### config.mk
export PLATFORM = sky130hd
export DESIGN_NAME = tetris_game_seq
export DESIGN_NICKNAME = d
export VERILOG_FILES = /design/src/rtl/tetris_game_seq.sv
export SDC_FILE = /design/constraint.sdc
export NUM_CORES = 1
export LEC_CHECK = 0
export CORE_MARGIN = 2
export CORE_UTILIZATION = 59
export DETAILED_ROUTE_END_ITERATION = 12
export PLACE_DENSITY = 0.87
export SYNTH_ARGS = -nofsm -noshare
export SYNTH_HDL_FRONTEND = slang
export SYNTH_SLANG_ARGS = --single-unit
export TNS_END_PERCENT = 30
### constraint.sdc
create_clock -name clka -period 4.6 [get_ports clka]
set_input_delay 0.69 -clock clka [delete_from_list [all_inputs] [get_ports clka]]
set_output_delay 0.69 -clock clka [all_outputs]
set_load 0.02 [all_outputs]
### src/rtl/tetris_game_seq.sv
// rtl/tetris_game_seq.sv - game-phase sequencer driving the 8x4 Tetris board datapath
// TETRIS_SEQ_FIXED_PIECE_EN: pieces cycle 0..3 per spawn instead of coming from the LFSR.
module tetris_game_seq #(
  parameter int TICK_DIV    = 1000,
  parameter int ACK_TIMEOUT = 255,
  parameter int SCORE_W     = 8
) (
  input  logic               clka,
  input  logic               restart_n,
  input  logic               start,
  input  logic [31:0]        board,
  input  logic               dp_ack,
  input  logic               dp_error,
  input  logic               landed,
  output logic [2:0]         state,
  output logic [1:0]         curr_piece,
  output logic               cmd_valid,
  output logic [SCORE_W-1:0] lines,
  output logic               game_over,
  output logic               busy
);

  typedef enum logic [2:0] {
    S_IDLE, S_GEN, S_GEN_W, S_FALL, S_FALL_W, S_CLEAR, S_CLEAR_W, S_OVER
  } fsm_e;

  localparam logic [2:0] PH_GEN   = 3'd0;
  localparam logic [2:0] PH_FALL  = 3'd1;
  localparam logic [2:0] PH_CLEAR = 3'd2;
  localparam logic [2:0] PH_IDLE  = 3'd3;
  localparam logic [2:0] PH_OVER  = 3'd4;

  localparam int TW = $clog2(TICK_DIV);
  localparam int WW = $clog2(ACK_TIMEOUT + 1);
  localparam logic [TW-1:0] TICK_LAST = TW'(TICK_DIV - 1);
  localparam logic [WW-1:0] WD_LAST   = WW'(ACK_TIMEOUT - 1);

  fsm_e               fsm_q, fsm_d;
  logic [2:0]         state_q, state_d;
  logic [1:0]         piece_q, piece_d, piece_src;
  logic               cmd_q, cmd_d;
  logic               over_q, over_d;
  logic [SCORE_W-1:0] lines_q, lines_d, lines_sat;
  logic [TW-1:0]      tick_q, tick_d;
  logic [WW-1:0]      wd_q, wd_d;
  logic [3:0]         fullb_q, fullb_d, full_now, delta;
  logic [SCORE_W+3:0] lines_sum;
  logic               ack_ok;

  function automatic logic [3:0] count_full(input logic [31:0] b);
    logic [3:0] n;
    n = 4'd0;
    for (int r = 0; r < 8; r++) begin
      if (b[4*r +: 4] == 4'hF) n = n + 4'd1;
    end
    return n;
  endfunction

  // An ack coincident with the command strobe belongs to no command yet.
  assign ack_ok    = dp_ack & ~cmd_q;
  assign full_now  = count_full(board);
  assign delta     = (fullb_q > full_now) ? (fullb_q - full_now) : 4'd0;
  assign lines_sum = {4'b0000, lines_q} + {{SCORE_W{1'b0}}, delta};
  assign lines_sat = (lines_sum[SCORE_W+3:SCORE_W] != 4'd0) ? {SCORE_W{1'b1}}
                                                             : lines_sum[SCORE_W-1:0];

`ifdef TETRIS_SEQ_FIXED_PIECE_EN
  logic [1:0] seq_q, seq_d;

  always_comb begin
    seq_d = seq_q;
    if (fsm_q == S_GEN) seq_d = seq_q + 2'd1;
    else if (fsm_q == S_OVER && start) seq_d = 2'd0;
  end

  always_ff @(posedge clka or negedge restart_n) begin
    if (!restart_n) seq_q <= 2'd0;
    else            seq_q <= seq_d;
  end

  assign piece_src = seq_q;
`else
  logic [7:0] lfsr_q;

  always_ff @(posedge clka or negedge restart_n) begin
    if (!restart_n) lfsr_q <= 8'hA5;
    else            lfsr_q <= {lfsr_q[6:0], lfsr_q[7] ^ lfsr_q[5] ^ lfsr_q[4] ^ lfsr_q[3]};
  end

  assign piece_src = lfsr_q[1:0];
`endif

  always_comb begin
    fsm_d   = fsm_q;
    state_d = state_q;
    piece_d = piece_q;
    cmd_d   = 1'b0;
    lines_d = lines_q;
    over_d  = over_q;
    tick_d  = tick_q;
    wd_d    = wd_q;
    fullb_d = fullb_q;
    case (fsm_q)
      S_IDLE: if (start) fsm_d = S_GEN;
      S_GEN: begin
        piece_d = piece_src;
        cmd_d   = 1'b1;
        state_d = PH_GEN;
        wd_d    = '0;
        fsm_d   = S_GEN_W;
      end
      S_FALL: begin
        if (tick_q == TICK_LAST) begin
          cmd_d   = 1'b1;
          state_d = PH_FALL;
          wd_d    = '0;
          fsm_d   = S_FALL_W;
        end else begin
          tick_d = tick_q + 1'b1;
        end
      end
      S_CLEAR: begin
        if (full_now == 4'd0) begin
          fsm_d = S_GEN;
        end else begin
          fullb_d = full_now;
          cmd_d   = 1'b1;
          state_d = PH_CLEAR;
          wd_d    = '0;
          fsm_d   = S_CLEAR_W;
        end
      end
      S_GEN_W, S_FALL_W, S_CLEAR_W: begin
        // A valid ack takes priority over watchdog expiry in the same cycle.
        if (ack_ok) begin
          if (fsm_q == S_GEN_W) begin
            if (dp_error) begin
              fsm_d   = S_OVER;
              state_d = PH_OVER;
              over_d  = 1'b1;
            end else begin
              fsm_d  = S_FALL;
              tick_d = '0;
            end
          end else if (fsm_q == S_FALL_W) begin
            if (landed) begin
              fsm_d = S_CLEAR;
            end else begin
              fsm_d  = S_FALL;
              tick_d = '0;
            end
          end else begin
            lines_d = lines_sat;
            fsm_d   = S_CLEAR;
          end
        end else if (wd_q == WD_LAST) begin
          fsm_d   = S_OVER;
          state_d = PH_OVER;
          over_d  = 1'b1;
        end else begin
          wd_d = wd_q + 1'b1;
        end
      end
      S_OVER: begin
        if (start) begin
          lines_d = '0;
          over_d  = 1'b0;
          fsm_d   = S_GEN;
        end
      end
      default: fsm_d = S_IDLE;
    endcase
  end

  always_ff @(posedge clka or negedge restart_n) begin
    if (!restart_n) begin
      fsm_q   <= S_IDLE;
      state_q <= PH_IDLE;
      piece_q <= 2'd0;
      cmd_q   <= 1'b0;
      lines_q <= '0;
      over_q  <= 1'b0;
      tick_q  <= '0;
      wd_q    <= '0;
      fullb_q <= 4'd0;
    end else begin
      fsm_q   <= fsm_d;
      state_q <= state_d;
      piece_q <= piece_d;
      cmd_q   <= cmd_d;
      lines_q <= lines_d;
      over_q  <= over_d;
      tick_q  <= tick_d;
      wd_q    <= wd_d;
      fullb_q <= fullb_d;
    end
  end

  assign state      = state_q;
  assign curr_piece = piece_q;
  assign cmd_valid  = cmd_q;
  assign lines      = lines_q;
  assign game_over  = over_q;
  assign busy       = (fsm_q != S_IDLE) && (fsm_q != S_OVER);

endmodule

==> results by group <==
Job
  – Max Cap Viol: 0

STA
  – Slew Limit Fails: 0
  – Ratio of final minimum period to clock period: 135%
  – Fmax: 160 MHz
  – RSZ-0062 raised after global routing: true
  – Worst-Margin Slew: 1140 ps
  – Worst setup margin: -1630 ps
  – Setup violators final: 27
  – Worst rel slew slack: 23.5%
  – Final hold slack: 371 ps
  – Skew final: 8.94 ps
  – Tmin final: 6230 ps
  – Fin. Hold Viols: 0

Pwr
  – Pwr Total: 0.00193 W
  – Gate power share: 54.1%
  – Switch share: 44.1%
  – Sequential Power Share: 31.7%
  – Leakage: 2.15 nW
  – Max VDD drop: 293 uV
  – Pwr per Cell Area: 399 mW/mm^2
  – Internal cell power: 0.00108 W
  – Net Switching: 0.000851 W
  – Clock power frac: 14.3%

CTS
  – CTS Sinks: 48
  – CTS Buf Count: 5
  – CTS H-tree lvls: 2
  – Clock Tree Root: clkbuf_8
  – TritonCTS clock tree: yes
  – Clock latency on the worst-skew pair: 310 ps
  – Longest Clk Path Bufs: 2
  – Clock transition at the registers of the reported paths: 90 ps

Global routing
  – Initial antenna violation count: 0
  – Vias in the first global route: 3466
  – Global Route Usage Sum: 31.4%
  – Largest net degree at the start of global routing: 49
  – First-pass GRT wire length: 15700 um
  – Grt total ovfl: 0

Yosys
  – Post-Syn Area per Cell: 8.87 sq um
  – Async SR Flop Fraction: 100%
  – #FFs+latches synth: 48
  – Register area share after synthesis: 35.6%
  – Cells after Synth: 383
  – Syn nets: 440
  – YS warnings: 0
  – Number of synthesized flops with an enable pin: 0
  – Mapped Area: 0.00340 sq mm
  – Library cells used by synthesis: 64
  – Primary FF master, synth: dfrtp_1

Detailed routing
  – Antenna-violating nets left: 0
  – Post-Route WL: 10700 um
  – Routed vias/inst: 6.40
  – DRC: 0
  – First-pass DRT Iterations: 7
  – Routed len/inst: 18.6 um
  – Vias: 3678
  – DRT iter0 DRCs: 429

Status
  – Failing checks: setup timing
  – Status: finished, violations left

Die
  – Std-Cell Rows: 27
  – IO Count: 54
  – Die area: 0.00638 sq mm
  – Die H: 79.9 um
  – Core area: 0.00554 sq mm
  – Chip Width: 79.9 um
  – Starting Density: 61.3%

Hold path
  – Min-delay src: lfsr_q[6]
  – HP Class: flip-flop to flip-flop
  – WHS Endpoint: lfsr_q[7]
  – Worst hold stages: 0

Layout
  – Final Non-Filler Cells: 575
  – Area delta synth->final: 42.4%
  – ANT cells: 0
  – Sequential Area: 0.00121 sq mm
  – Most frequent cells in the layout: buf_4 (61), nand2_1 (45), dfrtp_1 (42), clkdlybuf4s50_1 (40), nor2_1 (36)
  – Layout cell share with drive strength beyond 1: 30.6%
  – Fillers: 280
  – Layout Nets: 559
  – Design area: 0.00484 sq mm
  – Area of the multi-input gates: 0.00231 sq mm
  – Commonest non-fill, non-tap cell in the layout: buf_4

Worst setup path
  – Worst reg2reg endpoint: fsm_q[2]
  – Worst Setup End Kind: flip-flop
  – CP most frequent cell: ha_4
  – CP Launch Type: input port
  – Reg2reg path depth: 9
  – CP peak stage delay: 340 ps
  – Arrival time at the worst endpoint: 6430 ps
  – Req. time, crit path: 4800 ps
  – R2R setup slack: 1550 ps
  – R2r startpoint: fsm_q[0]
  – Critical path fanouts, max: 5
  – CP max-delay cell: ha_1
  – Crit Path Class: input port to flip-flop

Placement
  – GPL Wtd Cong: 0.910
  – HPWL after DPL: 6650 um
  – Place WS: -2230 ps
  – DP Area: 0.00444 sq mm
  – Port Buf Inserts: 53
  – Placed insts: 549
==> timing repair <==
item,4_1_cts,5_1_grt
pin swaps,43,20
buffers inserted,13,5
hold buffers,0,0
setup endpoints to repair,27,27
gates resized for setup,57,22
==> metal layers <==
metal  vias up  track usage [%]  routed length, um
li1       1628                -                  -
met3        67             5.43                813
met4         0             15.8                657
met5         -                0                  0
met1      1731             37.5               3910
met2       252             54.2               5320
==> worst max path at each step <==
stage	startpoint	end	slack, ps	cells past startpoint
2_1_floorplan	board[7]	lines[1]	-1770	34
3_3_place_gp	board[2]	lines[1]	-2000	32
3_5_place_dp	board[2]	lines[0]	-2230	33
4_1_cts	board[0]	lines[0]	-1460	33
5_1_grt	board[6]	lines[0]	-1860	36
6_report	board[6]	lines[0]	-1630	34
==> area by class of cell <==
class | instances | share of cell area [%]
timing repair buffer | 122 | 22.0
sequential | 48 | 25.0
multi-input combinational | 307 | 47.7
clock buffer | 6 | 1.71
clock inverter | 2 | 0.285
inverter | 18 | 1.50
tap | 72 | 1.86
==> cells by family (layout without fill, tap and decap cells) <==
logic type | count (synthesis) | after routing | share of synthesized area (%)
buf+inv | 28 | 148 | 3.28
compound gates | 99 | 99 | 20.3
fa+ha+maj | 20 | 20 | 7.85
mux | 6 | 6 | 2.03
simple gates | 157 | 157 | 22.5
xor+xnor | 25 | 25 | 8.43
flops | 48 | 48 | 35.6
==> registers in the layout, indices dropped and copies added (netlist names) <==
| register | flops |
|---|---|
| lfsr_q | 8 |
| cmd_valid | 1 |
| game_over | 1 |
| fullb_q | 4 |
| curr_piece | 2 |
| fsm_q | 3 |
| wd_q | 8 |
| lines | 8 |
| tick_q | 10 |
| state | 3 |
==> stage by stage <==
step / util, % / setup TNS, ps
detailed placement: 80.2 / -33160
CTS: 84.6 / -15840
global route: 87.3 / -25810
floorplan: - / -19520
finish: 87.3 / -21180
global placement: 80.2 / -28040
==> power by group through the flow <==
| stage | Sequential (W) | Clock, W | Combinational (W) |
|---|---|---|---|
| after detailed placement | 0.000610 | 0 | 0.000919 |
| after global placement | 0.000605 | 0 | 0.000884 |
| after floorplan | 0.000591 | 0 | 0.000598 |
| after CTS | 0.000604 | 0.000275 | 0.000959 |
| final | 0.000611 | 0.000275 | 0.00104 |
| after global routing | 0.000623 | 0.000294 | 0.00113 |
==> synthesized netlist by cell type (all sizes together), types with 6 or more instances <==
master,n,area share (%)
clkbuf,7,0.77
o21ai,34,5.0
nand2,46,5.1
xnor2,14,4.2
inv,17,1.9
nor2b,6,1.1
ha,17,6.3
dfstp,6,4.6
xor2,9,2.9
nor2,39,4.3
nand4,12,2.2
dfrtp,42,31
nand3,16,2.4
nor3,9,1.5
a21oi,18,3.0
a31oi,10,2.3
and3,10,1.8
and4,6,1.5
==> critical path: cells and delay by family <==
family,cells,cell delay (ps)
multiplexers,1,300
XOR/XNOR,3,450
buffers and inverters,4,310
AO/OA/AOI/OAI,9,1690
adder cells (fa/ha/maj),7,1750
AND/OR/NAND/NOR,10,1260
Power figures use the tool's default switching activity.
